`src/rtl/cbx_cfg_shadow.sv`:
```
// cbx_cfg_shadow: X-channel connection block with a double-buffered (shadow/active) config chain.
// Latency: channel pass-through and ipin are combinational; ccff_tail trails ccff_head by TOTAL shifts.
// Backpressure: none; shifting never disturbs routing, only a verified commit updates the active selects.
//
// Ports:
//   prog_clk, prog_reset       configuration clock, async active-high reset
//   chanx_left_in/right_in     horizontal channel tracks entering the block
//   chanx_left_out/right_out   straight pass-through of the opposite side
//   ccff_head, ccff_en         serial config data in and shift enable
//   ccff_tail                  serial config data out (last shadow bit), to the next block
//   cfg_commit                 strobe: copy shadow to active if exactly TOTAL bits were loaded
//   ipin                       grid input pins driven by the per-pin muxes
//   cfg_full                   counter sits at exactly TOTAL bits
//   cfg_err                    sticky: a commit was attempted with a short or overfull load

module cbx_cfg_shadow #(
   parameter int CHAN_W     = 20,
   parameter int NUM_IPIN   = 8,
   parameter int MUX_SIZE   = 10,
   parameter int TRACK_STEP = 2
) (
   input  logic                prog_clk,
   input  logic                prog_reset,
   input  logic [CHAN_W-1:0]   chanx_left_in,
   input  logic [CHAN_W-1:0]   chanx_right_in,
   output logic [CHAN_W-1:0]   chanx_left_out,
   output logic [CHAN_W-1:0]   chanx_right_out,
   input  logic                ccff_head,
   input  logic                ccff_en,
   input  logic                cfg_commit,
   output logic                ccff_tail,
   output logic [NUM_IPIN-1:0] ipin,
   output logic                cfg_full,
   output logic                cfg_err
);

   localparam int SEL_W   = $clog2(MUX_SIZE);
   localparam int TOTAL   = NUM_IPIN * SEL_W;
   localparam int CNT_W   = $clog2(TOTAL + 2);
   // Mux input vector is padded to a power of two; the pad slots are tied low so
   // an out-of-range select drives 0 without a separate range compare.
   localparam int MUX_PAD = 1 << SEL_W;

   localparam logic [CNT_W-1:0] CNT_FULL = CNT_W'(TOTAL);
   localparam logic [CNT_W-1:0] CNT_OVER = CNT_W'(TOTAL + 1);

   logic [TOTAL-1:0] shadow;
   logic [TOTAL-1:0] active;
   logic [CNT_W-1:0] bit_cnt;
   logic [CNT_W-1:0] cnt_nxt;
   logic             full_q;
   logic             err_q;
   logic             commit_ok;

   // ------------------------------------------------------------------
   // Channel pass-through
   // ------------------------------------------------------------------
   assign chanx_left_out  = chanx_right_in;
   assign chanx_right_out = chanx_left_in;

   // ------------------------------------------------------------------
   // Bit counter next state. A commit always restarts the count; if a shift
   // lands on the same edge, that shifted bit is the first of the next load.
   // ------------------------------------------------------------------
   assign commit_ok = (bit_cnt == CNT_FULL);

   always_comb begin
      cnt_nxt = bit_cnt;
      if (cfg_commit) begin
         cnt_nxt = ccff_en ? CNT_W'(1) : '0;
      end else if (ccff_en && (bit_cnt != CNT_OVER)) begin
         cnt_nxt = bit_cnt + 1'b1;
      end
   end

   // ------------------------------------------------------------------
   // Shadow chain, active selects and status flags
   // ------------------------------------------------------------------
   always_ff @(posedge prog_clk or posedge prog_reset) begin
      if (prog_reset) begin
         shadow  <= '0;
         active  <= '0;
         bit_cnt <= '0;
         full_q  <= 1'b0;
         err_q   <= 1'b0;
      end else begin
         // shadow[0] takes the head bit, every other bit moves up one index
         if (ccff_en) begin
            shadow <= {shadow[TOTAL-2:0], ccff_head};
         end
         // Commit decision and the copy both use the pre-edge shadow/counter
         if (cfg_commit) begin
            if (commit_ok) begin
               active <= shadow;
               err_q  <= 1'b0;
            end else begin
               err_q  <= 1'b1;
            end
         end
         bit_cnt <= cnt_nxt;
         full_q  <= (cnt_nxt == CNT_FULL);
      end
   end

   assign ccff_tail = shadow[TOTAL-1];
   assign cfg_full  = full_q;
   assign cfg_err   = err_q;

   // ------------------------------------------------------------------
   // Per-pin routing muxes. Input k of pin p: even k from the left side,
   // odd k from the right side, track (p + (k/2)*TRACK_STEP) mod CHAN_W.
   // ------------------------------------------------------------------
   for (genvar p = 0; p < NUM_IPIN; p++) begin : g_pin
      logic [MUX_PAD-1:0] mux_in;
      logic [SEL_W-1:0]   sel;

      assign sel = active[p*SEL_W +: SEL_W];

      for (genvar k = 0; k < MUX_PAD; k++) begin : g_in
         localparam int TRK = (p + (k / 2) * TRACK_STEP) % CHAN_W;
         if (k >= MUX_SIZE) begin : g_pad
            assign mux_in[k] = 1'b0;
         end else if ((k % 2) == 0) begin : g_left
            assign mux_in[k] = chanx_left_in[TRK];
         end else begin : g_right
            assign mux_in[k] = chanx_right_in[TRK];
         end
      end

      assign ipin[p] = mux_in[sel];
   end

endmodule

```
`config.mk`:
```
export PLATFORM = sky130hd
export DESIGN_NAME = cbx_cfg_shadow
export DESIGN_NICKNAME = d
export VERILOG_FILES = /design/src/rtl/cbx_cfg_shadow.sv
export SDC_FILE = /design/constraint.sdc
export NUM_CORES = 1
export LEC_CHECK = 0
export CORE_MARGIN = 5
export CORE_UTILIZATION = 28
export CTS_BUF_LIST = sky130_fd_sc_hd__clkbuf_8 sky130_fd_sc_hd__clkbuf_16
export CTS_CLUSTER_SIZE = 8
export DETAILED_ROUTE_END_ITERATION = 8
export MAX_ROUTING_LAYER = met4
export PLACE_DENSITY_LB_ADDON = 0.12
export REMOVE_ABC_BUFFERS = 1
export SLEW_MARGIN = 20
export SYNTH_ARGS = -nofsm -noshare
export SYNTH_HDL_FRONTEND = slang
export SYNTH_SLANG_ARGS = --single-unit
```
`constraint.sdc`:
```
create_clock -name prog_clk -period 2.4 [get_ports prog_clk]
set_input_delay 0.48 -clock prog_clk [delete_from_list [all_inputs] [get_ports prog_clk]]
set_output_delay 0.48 -clock prog_clk [all_outputs]
set_load 0.05 [all_outputs]
```
==> reports/results.txt <==
Clock transition at path regs: 0.06 ns
Max VDD drop: 0.400 mV
vias in the first global route: 2588
Hold Crit Class: in -> async
number of max-cap violations: 0
CP startpoint kind: input pin
Post-CTS Hold Fix Bufs: 0
maximum root-to-sink buffer count: 2
IO Pins: 96
minimum clock period: 2.35 ns
Worst Path Required: 1.92 ns
Synth-to-Final Area Change: 33.4%
share of cells above drive strength 1: 0.474
Final nets: 393
worst-margin pin slew: 0.521 ns
Sink Count: 72
drc violations: 0
unrepaired setup endpoints after global routing: no
commonest non-fill, non-tap cell in the layout: dfrtp_1
Vias: 2361
Crit-path slowest cell: mux4_2
Arrival @ worst endpoint: 1.87 ns
total grt overflow: 0
die width: 129 um
hpwl dp: 6570 um
nature of the critical path endpoint: primary output
Die H: 129 um
mapped cell area: 0.00395 mm2
most frequent cells in the layout: 72 x dfrtp_1, 41 x buf_4, 36 x mux2_2
Layout Cells excl Fill: 531
Netlist cell types: 31
Leakage: 2.33 nW
skew final: 0.00536 ns
register area share after synthesis: 0.456
IO Port Bufs: 79
Final Cell Area: 0.00527 mm2
Mean Syn Cell Area: 14.1 um2
ys async rst share: 1.00
via density per instance: 4.45
crit-path max FO: 4
Pre-antenna DRT Iters: 4
Final Max Slew Viols: 0
Core Region: 0.0139 mm2
die area: 0.0166 mm2
pin count of the biggest net entering global routing: 61
max incr delay on CP: 0.50 ns
Placed Cells: 514
final hold violations: 0
final WL: 8680 um
Crit Path Class: in -> out
total CTS buffers: 9
DR WL/cell: 16.4 um
Mapped Cells: 281
Final Cycle Share: 0.978
Most used DFF post-synth: dfrtp_1
EDFF count, synth: 0
CTS tree: built
status: complete, no violations
pwr/cell area: 714 mW/mm2
H-tree Lvls: 3
clock root buffer: clkbuf_16
Clk Latency, worst-skew pair: 0.33 ns
setup tns final: 0 ns
post-CTS setup buffers: 0
initial antenna violation count: 1
drt first-iter violations: 116
GRT Total Usage: 0.112
worst-path cell chain: clkdlybuf4s50_1 -> mux4_2 -> mux2i_1 -> o21ai_0 -> buf_4
Final Wtd Congestion: 0.788
Area after DPL: 0.00492 mm2
Ys Warns: 0
Slew HR: 0.652
Synth Register Bits: 72
# setup viols final: 0
Post-DRT Antenna Nets: 0
first-pass GRT wire length: 14100 um
Rows: 43
f_max: 426 MHz
initial core utilization: 0.285
-- per-layer routing --
metal  vias to the layer above  share of wire  global-route usage
met5                         -              0                   -
met4                         0          0.012              0.0334
met3                        10          0.039              0.0353
met2                        34           0.52               0.181
met1                      1203           0.43               0.134
li1                       1114              -                   -
-- worst paths after layout --
check	slack, ns	endpoint	from	depth (start not counted)
min in group prog_clk	0.50	cfg_err	cfg_err	2
max	0.05	ipin[7]	chanx_left_in[11]	5
min reg2reg	0.50	cfg_err	cfg_err	2
min	0.42	bit_cnt[0]	prog_reset	2
max in group asynchronous	1.37	active[1]	prog_reset	3
max reg2reg	0.55	active[10]	bit_cnt[4]	4
-- state kept, by name (all words and copies together) (netlist names) --
name / flops
bit_cnt: 6
active: 32
cfg_err: 1
shadow: 32
cfg_full: 1
-- final cells by class --
class / instances / area [um2]
fill: 1371 / 8610
sequential: 72 / 1800
multi-input combinational: 157 / 1740
timing repair buffer: 102 / 1140
clock buffer: 12 / 267
tap: 180 / 225
clock inverter: 4 / 75.1
inverter: 3 / 11.3
antenna: 1 / 2.50
-- synthesized netlist by cell type (3+ instances only) --
master,n,share of area
buf_12,3,0.015
mux2_4,29,0.11
mux2i_1,17,0.043
o21ai_0,9,0.011
buf_2,4,0.0051
mux2_2,36,0.10
nand2_1,5,0.0048
buf_4,40,0.076
mux4_2,16,0.091
a21oi_1,3,0.0038
ha_1,3,0.0095
nor2_1,15,0.014
nand3b_1,7,0.013
dfrtp_1,72,0.46
inv_1,3,0.0028
-- metrics by stage --
stage               hold slack [ns]  power, mW  setup slack [ns]  utilization
finish                        0.420       3.76            0.0517        0.380
global route                  0.443       3.95            0.0104        0.380
CTS                           0.421       3.84           0.00899        0.378
detailed placement            0.498       2.32           -0.0715        0.354
global placement              0.486       2.31           -0.0822        0.354
floorplan                     0.492       1.87            -0.188            -
-- repair_timing --
action	in CTS	in global routing
setup endpoints to repair	7	8
cloned	0	0
resized for setup	8	9
hold endpoints to repair	0	0
-- logic make-up (layout without fill, tap and decap cells) --
family	count (synthesis)	in the layout	synth area share
buffers and inverters	52	121	0.103
flip-flops	72	72	0.456
AO/OA/AOI/OAI	17	17	0.0256
adder cells (fa/ha/maj)	3	3	0.00950
AND/OR/NAND/NOR	37	37	0.0545
other	0	1	0
XOR/XNOR	2	2	0.00443
multiplexers	98	98	0.347
-- critical path, delay by kind of cell --
kind                   cells  cell delay (ns)
multiplexers               2             0.63
AO/OA/AOI/OAI              1             0.09
buffers and inverters      2             0.67
-- power by group --
group | internal, mW | switching, mW | total [mW]
sequential | 1.43 | 0.171 | 1.60
combinational | 0.368 | 0.304 | 0.672
clock | 0.994 | 0.492 | 1.49
No activity file was read; power rests on OpenSTA's default activity.
